File: config.mk
export PLATFORM = sky130hd
export DESIGN_NAME = temp_sensor
export DESIGN_NICKNAME = d
export VERILOG_FILES = /design/src/rtl/temp_sensor_pkg.sv /design/src/rtl/temp_sensor.sv
export SDC_FILE = /design/constraint.sdc
export NUM_CORES = 1
export LEC_CHECK = 0
export CAP_MARGIN = 40
export CELL_PAD_IN_SITES_DETAIL_PLACEMENT = 0
export CELL_PAD_IN_SITES_GLOBAL_PLACEMENT = 1
export CORE_MARGIN = 4
export CORE_UTILIZATION = 26
export CTS_CLUSTER_SIZE = 20
export DETAILED_ROUTE_END_ITERATION = 7
export GPL_ROUTABILITY_DRIVEN = 0
export HOLD_SLACK_MARGIN = 0.08
export MAX_ROUTING_LAYER = met4
export PLACE_DENSITY = 0.87
export SKIP_CTS_REPAIR_TIMING = 1
export SYNTH_ARGS = -nofsm -noshare
export SYNTH_HDL_FRONTEND = slang
export SYNTH_SLANG_ARGS = --single-unit
File: constraint.sdc
create_clock -name clk -period 1.97 [get_ports clk]
set_clock_uncertainty 0.1 [all_clocks]
set_input_delay 0.394 -clock clk [delete_from_list [all_inputs] [get_ports clk]]
set_output_delay 0.394 -clock clk [all_outputs]
set_load 0.01 [all_outputs]
File: src/rtl/temp_sensor_pkg.sv
// Shared constants for the temperature-sensor-to-FIFO bridge.
//   TS_DATA_W    : width of one temperature reading
//   TS_VALID_BIT : position of the reading-valid flag inside din_sensor
package temp_sensor_pkg;
  localparam int TS_DATA_W    = 8;
  localparam int TS_VALID_BIT = TS_DATA_W;
endpackage

File: src/rtl/temp_sensor.sv
// Bridge between a digital temperature sensor and the sample FIFO.
// Asks the sensor for a new reading whenever the FIFO has room. It then
// captures each valid reading that arrives while the FIFO is not full.
// Ports:
//   clk          in  system clock, rising edge
//   reset        in  synchronous active-low reset
//   fifo_full    in  downstream FIFO full flag
//   din_sensor   in  {valid, reading[DATA_W-1:0]}
//   data_to_fifo out last accepted reading (registered)
//   dout_sensor  out read request to sensor (registered)
module temp_sensor
  import temp_sensor_pkg::*;
#(
  parameter int DATA_W = TS_DATA_W
) (
  input  logic              clk,
  input  logic              reset,
  input  logic              fifo_full,
  input  logic [DATA_W:0]   din_sensor,
  output logic [DATA_W-1:0] data_to_fifo,
  output logic              dout_sensor
);

  localparam int VALID_BIT = DATA_W;

  // A reading that arrives while the FIFO is full is dropped, not held.
  // The request falls on the next edge, so the sensor stops sending.
  logic take;
  assign take = din_sensor[VALID_BIT] & ~fifo_full;

  always_ff @(posedge clk) begin
    if (!reset) begin
      data_to_fifo <= '0;
      dout_sensor  <= 1'b0;
    end else begin
      dout_sensor <= ~fifo_full;
      if (take) data_to_fifo <= din_sensor[DATA_W-1:0];
    end
  end

endmodule

==> impl_metrics.tcl, run 1 <==
set metrics [dict create \
    ant_nets 0 \
    synth_area_sq_um 369.1 \
    power.sequential.fraction_pct 48.8 \
    clockBufferDepth 2 \
    vias_per_cell 4.147 \
    ys_types 6 \
    count_of_antenna_diodes_in_the_layout 0 \
    power.density_nw_per_um2 682.5 \
    holdCritPathClass "reg2reg" \
    core_footprint_sq_um 1318 \
    first_global_vias 283 \
    path_class "reg2out" \
    commonest_non_fill_non_tap_cells_in_the_layout "20 x clkdlybuf4s50_1, 16 x nand2_1, 9 x dfxtp_1, 8 x mux2i_1, 3 x clkbuf_4" \
    cts_root_buf "clkbuf_4" \
    seq_area_frac_synth_pct 48.81 \
    maxCapViolations 0 \
    mostFrequentLayoutCell "clkdlybuf4s50_1" \
    synth_area_per_cell_sq_um 9.713 \
    worst_reg_to_reg_setup_slack_ps 1280 \
    area_growth_syn_to_layout_pct 59.32 \
    worst_reg2reg_path_length_in_cells 2 \
    cts-buffers-inserted 3 \
    p_sw_w 0.00008739 \
    max_clock_freq_mhz 616.2 \
    iteration_0_drc_markers 2 \
    power_frac_comb_pct 17.2 \
    place_inst 71 \
    stdcell_count 75 \
    die_x_extent_um 45.68 \
    cpPeakStageDelay_ps 540 \
    cp_slowest_cell "clkdlybuf4s50_1" \
    place_hpwl_um 577.5 \
    floorplan.rows 13 \
    period_needed_ps 1623 \
    placement.io_buffers 20 \
    path_cells "clkdlybuf4s50_1" \
    endpoint_type_of_the_worst_setup_path "output pin" \
    starting_density_pct 28.02 \
    cp_data_arrival_time_ps 1130 \
    mappedNetlistNets 50 \
    grt_overflow_total 0 \
    syn_inst 38 \
    p_leak_nw 0.2300 \
    totalNegativeSetupSlack_ps 0 \
    max_slew.worst_pin.slew_ps 513.6 \
    worst_ep_required_time_ps 1480 \
    drc 0 \
    report.final.slew_viol_count 0 \
    p_int_w 0.0003140 \
    finalHoldWorstSlack_ps 354.2 \
    tritoncts "built" \
    setup_viol_count_final 0 \
    grt_start_max_net_pins 18 \
    avgRoutedWirePerCell_um 10.07 \
    critical-path-top-delay-family "buffers and inverters" \
    r2r-start "data_to_fifo[4]" \
    cts-htree-levels 1 \
    worst_ir_drop_vdd_uv 416.8 \
    final_min_period_over_clock_period_pct 82.38 \
    maxSlewHeadroom_pct 65.65 \
    vias 311 \
    die_area_sq_um 2086 \
    layout-drive-gt1-share_pct 8.333 \
    power.share.clock_pct 34.0 \
    finalHoldViolations 0 \
    clkSinkCount 9 \
    ys_ff_latch 9 \
    globalRouteTotalUtil_pct 8.389 \
    io_pins 21 \
    sw_share_pct 21.77 \
    whs_endpoint "data_to_fifo[7]" \
    run_status "completed" \
    number_of_search_and_repair_iterations_in_the_first_detailed_routing_pass 2 \
    grt_pass1_wl_um 1221 \
    die_height_um 45.68 \
    clk_pin_slew_worst_paths_ps 60 \
    rsz0062_at_grt "no" \
    grt_antenna_before_repair 0 \
    yosysWarnings 0 \
    nets 73 \
    timing.hold.worst_path_depth 2 \
    critPathBufInv 1 \
    timing.rr.end "data_to_fifo[4]" \
    start_kind "flop" \
    cp_max_fo 2 \
    fill_cells 137 \
    holdCritStartpoint "data_to_fifo[7]" \
    wirelength_um 755 \
    worst_skew_pair.late_latency_ps 250 \
]
## how the worst max path moves through the flow
stage                    start               to  slack [ps]  cells after the start
2_1_floorplan    din_sensor[8]  data_to_fifo[0]         980                      3
4_1_cts        data_to_fifo[2]  data_to_fifo[2]         340                      1
3_3_place_gp             reset  data_to_fifo[0]         390                      3
3_5_place_dp             reset  data_to_fifo[3]         340                      3
5_1_grt        data_to_fifo[3]  data_to_fifo[3]         290                      1
6_report       data_to_fifo[2]  data_to_fifo[2]         350                      1
## area by class of cell
cell class                      count  area (sq um)  share of cell area [%]
Sequential cell                     9         180.2                   30.64
Multi-Input combinational cell     26         155.1                   26.38
Tap cell                           15         18.77                   3.191
Clock buffer                        4         26.28                   4.468
Timing Repair Buffer               21         207.7                   35.32
## per-layer routing
layer / global-route usage, % / up-vias / routed length [um]
li1: - / 163 / -
met1: 10.21 / 134 / 321
met2: 11.42 / 14 / 317
met3: 5.534 / 0 / 117
met4: 1.754 / 0 / 0
met5: - / - / 0
## registers in the layout (all words and copies together) (netlist names)
signal        flops
data_to_fifo      8
dout_sensor       1
## power by group through the flow
stage                     Clock [W]  Combinational, W  Sequential, W
after floorplan                   0         0.0000267       0.000204
after global placement            0         0.0000690       0.000200
after detailed placement          0         0.0000698       0.000200
after CTS                  0.000141         0.0000703       0.000196
after global routing       0.000153         0.0000751       0.000197
final                      0.000136         0.0000691       0.000196
## cells by family (layout without fill, tap and decap cells)
kind of cell / after synthesis / in the layout / synth area share [%]
simple gates: 18 / 18 / 20.34
flops: 9 / 9 / 48.81
mux: 8 / 8 / 21.70
buf+inv: 3 / 25 / 9.152
## synth_stat cells
cell / instances / area share (%)
nor2b_1: 1 / 1.7
buf_6: 3 / 9.2
nand2_1: 16 / 16
dfxtp_1: 9 / 49
mux2i_1: 8 / 22
nor2b_2: 1 / 2.4
## through the flow
| step | instance area [sq um] | setup slack, ps | power, W | utilization (%) |
|---|---|---|---|---|
| global route | 588.1 | 294.7 | 0.0004250 | 44.63 |
| global placement | 561.8 | 392.4 | 0.0002689 | 42.64 |
| CTS | 588.1 | 335.4 | 0.0004071 | 44.63 |
| detailed placement | 561.8 | 342.4 | 0.0002698 | 42.64 |
| floorplan | 369.1 | 981.4 | 0.0002310 | - |
| finish | 588.1 | 347.0 | 0.0004014 | 44.63 |
No activity file was read; power rests on OpenSTA's default activity.
==> run 2, diff against run 1 <==
--- a/config.mk
+++ b/config.mk
@@ -9,13 +9,13 @@
 export CELL_PAD_IN_SITES_DETAIL_PLACEMENT = 0
 export CELL_PAD_IN_SITES_GLOBAL_PLACEMENT = 1
 export CORE_MARGIN = 4
-export CORE_UTILIZATION = 26
+export CORE_UTILIZATION = 22
 export CTS_CLUSTER_SIZE = 20
 export DETAILED_ROUTE_END_ITERATION = 7
 export GPL_ROUTABILITY_DRIVEN = 0
 export HOLD_SLACK_MARGIN = 0.08
 export MAX_ROUTING_LAYER = met4
-export PLACE_DENSITY = 0.87
+export PLACE_DENSITY = 0.8
 export SKIP_CTS_REPAIR_TIMING = 1
 export SYNTH_ARGS = -nofsm -noshare
 export SYNTH_HDL_FRONTEND = slang
==> constraint.sdc (replaced) <==
create_clock -name clk -period 1.4 [get_ports clk]
set_clock_uncertainty 0.1 [all_clocks]
set_input_delay 0.28 -clock clk [delete_from_list [all_inputs] [get_ports clk]]
set_output_delay 0.28 -clock clk [all_outputs]
set_load 0.01 [all_outputs]
==> impl_metrics.tcl, run 2 (synthesized netlist as in run 1, its figures left out) <==
set metrics [dict create \
    crit_path_end "data_to_fifo[7]" \
    path_class "reg2out" \
    count_of_antenna_diodes_in_the_layout 0 \
    cp_max_fo 2 \
    max_slew.worst_pin.slew_ps 114.9 \
    worst_skew_pair.late_latency_ps 250 \
    io_pins 21 \
    wirelength_um 807 \
    cts-buffers-inserted 3 \
    post-route-util_pct 41.15 \
    worst_ep_required_time_ps 1020 \
    wire_length_on_met3_um 83 \
    run_status "completed" \
    crit_cells 1 \
    worst_reg2reg_path_length_in_cells 2 \
    floorplan.rows 14 \
    report.final.slew_viol_count 0 \
    path_cells "dlymetal6s2s_1" \
    ant_nets 0 \
    mostFrequentLayoutCell "nand2_1" \
    maxCapViolations 0 \
    nets 76 \
    cpPeakStageDelay_ps 340 \
    power.density_nw_per_um2 899.7 \
    starting_density_pct 23.94 \
    cts-htree-levels 1 \
    holdCritPathClass "reg2reg" \
    placed_area_sq_um 585.6 \
    cp_data_arrival_time_ps 760 \
    die_height_um 48.96 \
    period_needed_ps 1143 \
    critPathBufInv 1 \
    core_footprint_sq_um 1541 \
    avgRoutedWirePerCell_um 10.22 \
    grt_antenna_before_repair 0 \
    totalNegativeSetupSlack_ps 0 \
    drc 0 \
    vias_per_cell 4.051 \
    cts_root_buf "clkbuf_4" \
    worst_ir_drop_vdd_uv 292.7 \
    largest_register_ffs 8 \
    r2r-start "data_to_fifo[7]" \
    iteration_0_drc_markers 3 \
    clk_pin_slew_worst_paths_ps 60 \
    critical-path-top-delay-family "flip-flops" \
    cp_slowest_cell "dfxtp_1" \
    finalHoldViolations 0 \
    max_clock_freq_mhz 874.6 \
    p_leak_nw 0.3934 \
    maxSlewHeadroom_pct 92.12 \
    wirelength_met1_um 409 \
    registers.top_by_ff_count "data_to_fifo" \
    setup_viol_count_final 0 \
    topRoutingLayerUsed "met4" \
    number_of_search_and_repair_iterations_in_the_first_detailed_routing_pass 2 \
    final_design_area_no_fill_sq_um 634.4 \
    placement.io_buffers 20 \
    place_hpwl_um 628.8 \
    grt_start_max_net_pins 11 \
    clockBufferDepth 2 \
    endpoint_type_of_the_worst_setup_path "output pin" \
    grt_pass1_wl_um 1366 \
    vias 320 \
    die_area_sq_um 2397 \
    timing.rr.end "data_to_fifo[7]" \
    first_global_vias 300 \
    area_growth_syn_to_layout_pct 71.86 \
    finalHoldWorstSlack_ps 355.9 \
    rsz0062_at_grt "no" \
    start_kind "flop" \
    layout-drive-gt1-share_pct 12.70 \
    tritoncts "built" \
    cp-startpoint "data_to_fifo[7]" \
    final_min_period_over_clock_period_pct 81.67 \
    clkSinkCount 9 \
    grt_overflow_total 0 \
    die_x_extent_um 48.96 \
    wl_met2_um 308 \
    holdCritStartpoint "data_to_fifo[4]" \
    reg_top3 "data_to_fifo (8), dout_sensor (1)" \
    globalRouteTotalUtil_pct 7.672 \
    worst_reg_to_reg_setup_slack_ps 730 \
    commonest_non_fill_non_tap_cells_in_the_layout "16 x nand2_1, 11 x clkdlybuf4s50_1, 9 x dfxtp_1, 9 x dlymetal6s2s_1, 8 x mux2i_1" \
]
[run 2: cell count changes in the layout (fill, tap and decap cells not counted), sizes merged]
cell           delta
clkdlybuf4s50     -9
dlymetal6s2s      +9
buf               +3
[run 2: through the flow]
step	instances	worst slack (ps)	total power (W)
after floorplan	38	525.4	0.0003251
after global placement	75	9.337	0.0003855
after detailed placement	75	-7.402	0.0003862
after CTS	79	-133.2	0.0005836
after global routing	79	192.9	0.0006044
final	79	256.6	0.0005707
[run 2: area by class of cell]
| cell class | instances | area (sq um) |
|---|---|---|
| clock buffers | 4 | 26.28 |
| repair buffers | 24 | 252.7 |
| multi-input cells | 26 | 155.1 |
| flip-flops and latches | 9 | 180.2 |
| fillers | 170 | 907.1 |
| well taps | 16 | 20.02 |
[run 2: where the power goes]
group	internal [W]	switching, W	total (W)
clock	0.000109	0.0000851	0.000195
combinational	0.0000650	0.0000359	0.000101
sequential	0.000269	0.00000579	0.000275
total	0.000444	0.000127	0.000571
[run 2: worst min path at each step]
stage,end,slack [ps],cells after the start
after floorplan,dout_sensor,250,1
after global routing,data_to_fifo[4],370,2
after CTS,data_to_fifo[4],360,2
after detailed placement,data_to_fifo[4],350,2
after global placement,data_to_fifo[4],340,2
final,data_to_fifo[4],360,2
[run 2: routing by layer]
metal  vias up  track usage, %
met1       134           9.242
met4         0           5.381
li1        169               -
met2        15           8.913
met5         -               -
met3         2           4.893
==> run 3, diff against run 2 <==
==> constraint.sdc (replaced) <==
create_clock -name clk -period 1 [get_ports clk]
set_clock_uncertainty 0.1 [all_clocks]
set_input_delay 0.2 -clock clk [delete_from_list [all_inputs] [get_ports clk]]
set_output_delay 0.2 -clock clk [all_outputs]
set_load 0.01 [all_outputs]
==> impl_metrics.tcl, run 3 (synthesized netlist as in run 1, its figures left out) <==
set metrics [dict create \
    drc 0 \
    worst_ep_required_time_ps 700 \
    max_clock_freq_mhz 1009 \
    tritoncts "built" \
    grt.busiest_layer "met1" \
    run_status "completed" \
    nets 76 \
    totalPowerFinal_w 0.0008114 \
    cts-buffers-inserted 3 \
    ant_nets 0 \
    wirelength_um 816 \
    globalRouteTotalUtil_pct 7.410 \
    period_needed_ps 991.1 \
    gr-usage-met2_pct 8.261 \
    worst_ir_drop_vdd_uv 386.6 \
    cp_slowest_cell "dfxtp_2" \
    worst_skew_pair.late_latency_ps 250 \
    die_x_extent_um 48.96 \
    maxCapViolations 0 \
    cts-htree-levels 1 \
    met1_usage_pct 9.779 \
    crit_cells 1 \
    io_pins 21 \
    met3_usage_pct 4.587 \
    iteration_0_drc_markers 1 \
    clockBufferDepth 2 \
    critical-path-top-delay-family "flip-flops" \
    power.density_nw_per_um2 1259 \
    final_min_period_over_clock_period_pct 99.11 \
    count_of_antenna_diodes_in_the_layout 0 \
    crit_path_end "data_to_fifo[7]" \
    worst_reg_to_reg_setup_slack_ps 330 \
    commonest_non_fill_non_tap_cells_in_the_layout "16 x nand2_1, 10 x buf_6, 9 x clkdlybuf4s50_1, 8 x mux2i_1, 8 x dfxtp_2" \
    finalHoldWorstSlack_ps 107.2 \
    grt_pass1_wl_um 1345 \
    cp_max_fo 2 \
    clkSinkCount 9 \
    avgRoutedWirePerCell_um 10.33 \
    number_of_search_and_repair_iterations_in_the_first_detailed_routing_pass 4 \
    layout-drive-gt1-share_pct 39.68 \
    timing.rr.end "data_to_fifo[7]" \
    grt_start_max_net_pins 11 \
    registers.top_by_ff_count "data_to_fifo" \
    cp-startpoint "data_to_fifo[7]" \
    vias 324 \
    die_area_sq_um 2397 \
    start_kind "flop" \
    placement.io_buffers 20 \
    fill_cells 163 \
    place_hpwl_um 645.3 \
    maxSlewHeadroom_pct 89.46 \
    rsz0062_at_grt "yes" \
    min_setup_slack_post_route_ps 8.885 \
    r2r-start "data_to_fifo[7]" \
    cpPeakStageDelay_ps 330 \
    path_class "reg2out" \
    grt_overflow_total 0 \
    core_footprint_sq_um 1541 \
    cp_data_arrival_time_ps 690 \
    reg_top3 "data_to_fifo (8), dout_sensor (1)" \
    floorplan.rows 14 \
    die_height_um 48.96 \
    max_slew.worst_pin.slew_ps 157.8 \
    largest_register_ffs 8 \
    p_leak_nw 0.2949 \
    path_cells "buf_6" \
    cts_root_buf "clkbuf_4" \
    clk_pin_slew_worst_paths_ps 60 \
    worst_reg2reg_path_length_in_cells 2 \
    first_global_vias 290 \
    holdCritPathClass "in2reg" \
    place_inst 75 \
    stdcell_count 79 \
    mostFrequentLayoutCell "nand2_1" \
    setup_viol_count_final 0 \
    starting_density_pct 23.94 \
    endpoint_type_of_the_worst_setup_path "output pin" \
    vias_per_cell 4.101 \
    finalHoldViolations 0 \
    grt_antenna_before_repair 0 \
    report.final.slew_viol_count 0 \
    pre_cts_slack_ps -329.7 \
    critPathBufInv 1 \
    area_growth_syn_to_layout_pct 74.58 \
]
-- run 3: cell count changes in the layout (fill, tap and decap cells not counted), sizes merged --
| cell | delta |
|---|---|
| dlymetal6s2s | -7 |
| buf | +9 |
| clkdlybuf4s50 | -2 |
-- run 3: stage by stage --
stage	TNS [ps]	instance area [sq um]	util (%)
floorplan	0	369.1	-
global placement	-3676	585.6	37.99
detailed placement	-3848	585.6	37.99
CTS	-4175	611.8	39.69
global route	-110.7	644.4	41.80
finish	0	644.4	41.80
-- run 3: worst min-delay path by stage --
stage	from	end	slack, ps	cells past startpoint
2_1_floorplan	fifo_full	dout_sensor	170	1
3_3_place_gp	data_to_fifo[4]	data_to_fifo[4]	340	2
3_5_place_dp	data_to_fifo[4]	data_to_fifo[4]	350	2
4_1_cts	data_to_fifo[4]	data_to_fifo[4]	360	2
5_1_grt	fifo_full	dout_sensor	120	2
6_report	fifo_full	dout_sensor	110	2
-- run 3: final cells by class --
class	instances	area, sq um	share of cell area, %
clock buffer	4	26.28	4.078
timing repair buffer	24	247.7	38.45
tap	16	20.02	3.107
multi-input combinational	26	160.2	24.85
sequential	9	190.2	29.51
-- run 3: metal layers --
| layer | vias to the layer above | wire length, um |
|---|---|---|
| met5 | - | 0 |
| met4 | 0 | 0 |
| met3 | 0 | 73 |
| met2 | 15 | 334 |
| met1 | 139 | 408 |
| li1 | 170 | - |
-- run 3: report_power, final --
part	switching [W]	total [W]	internal (W)
Sequential	0.0000122	0.000393	0.000381
Combinational	0.0000510	0.000150	0.0000992
Clock	0.000115	0.000268	0.000153
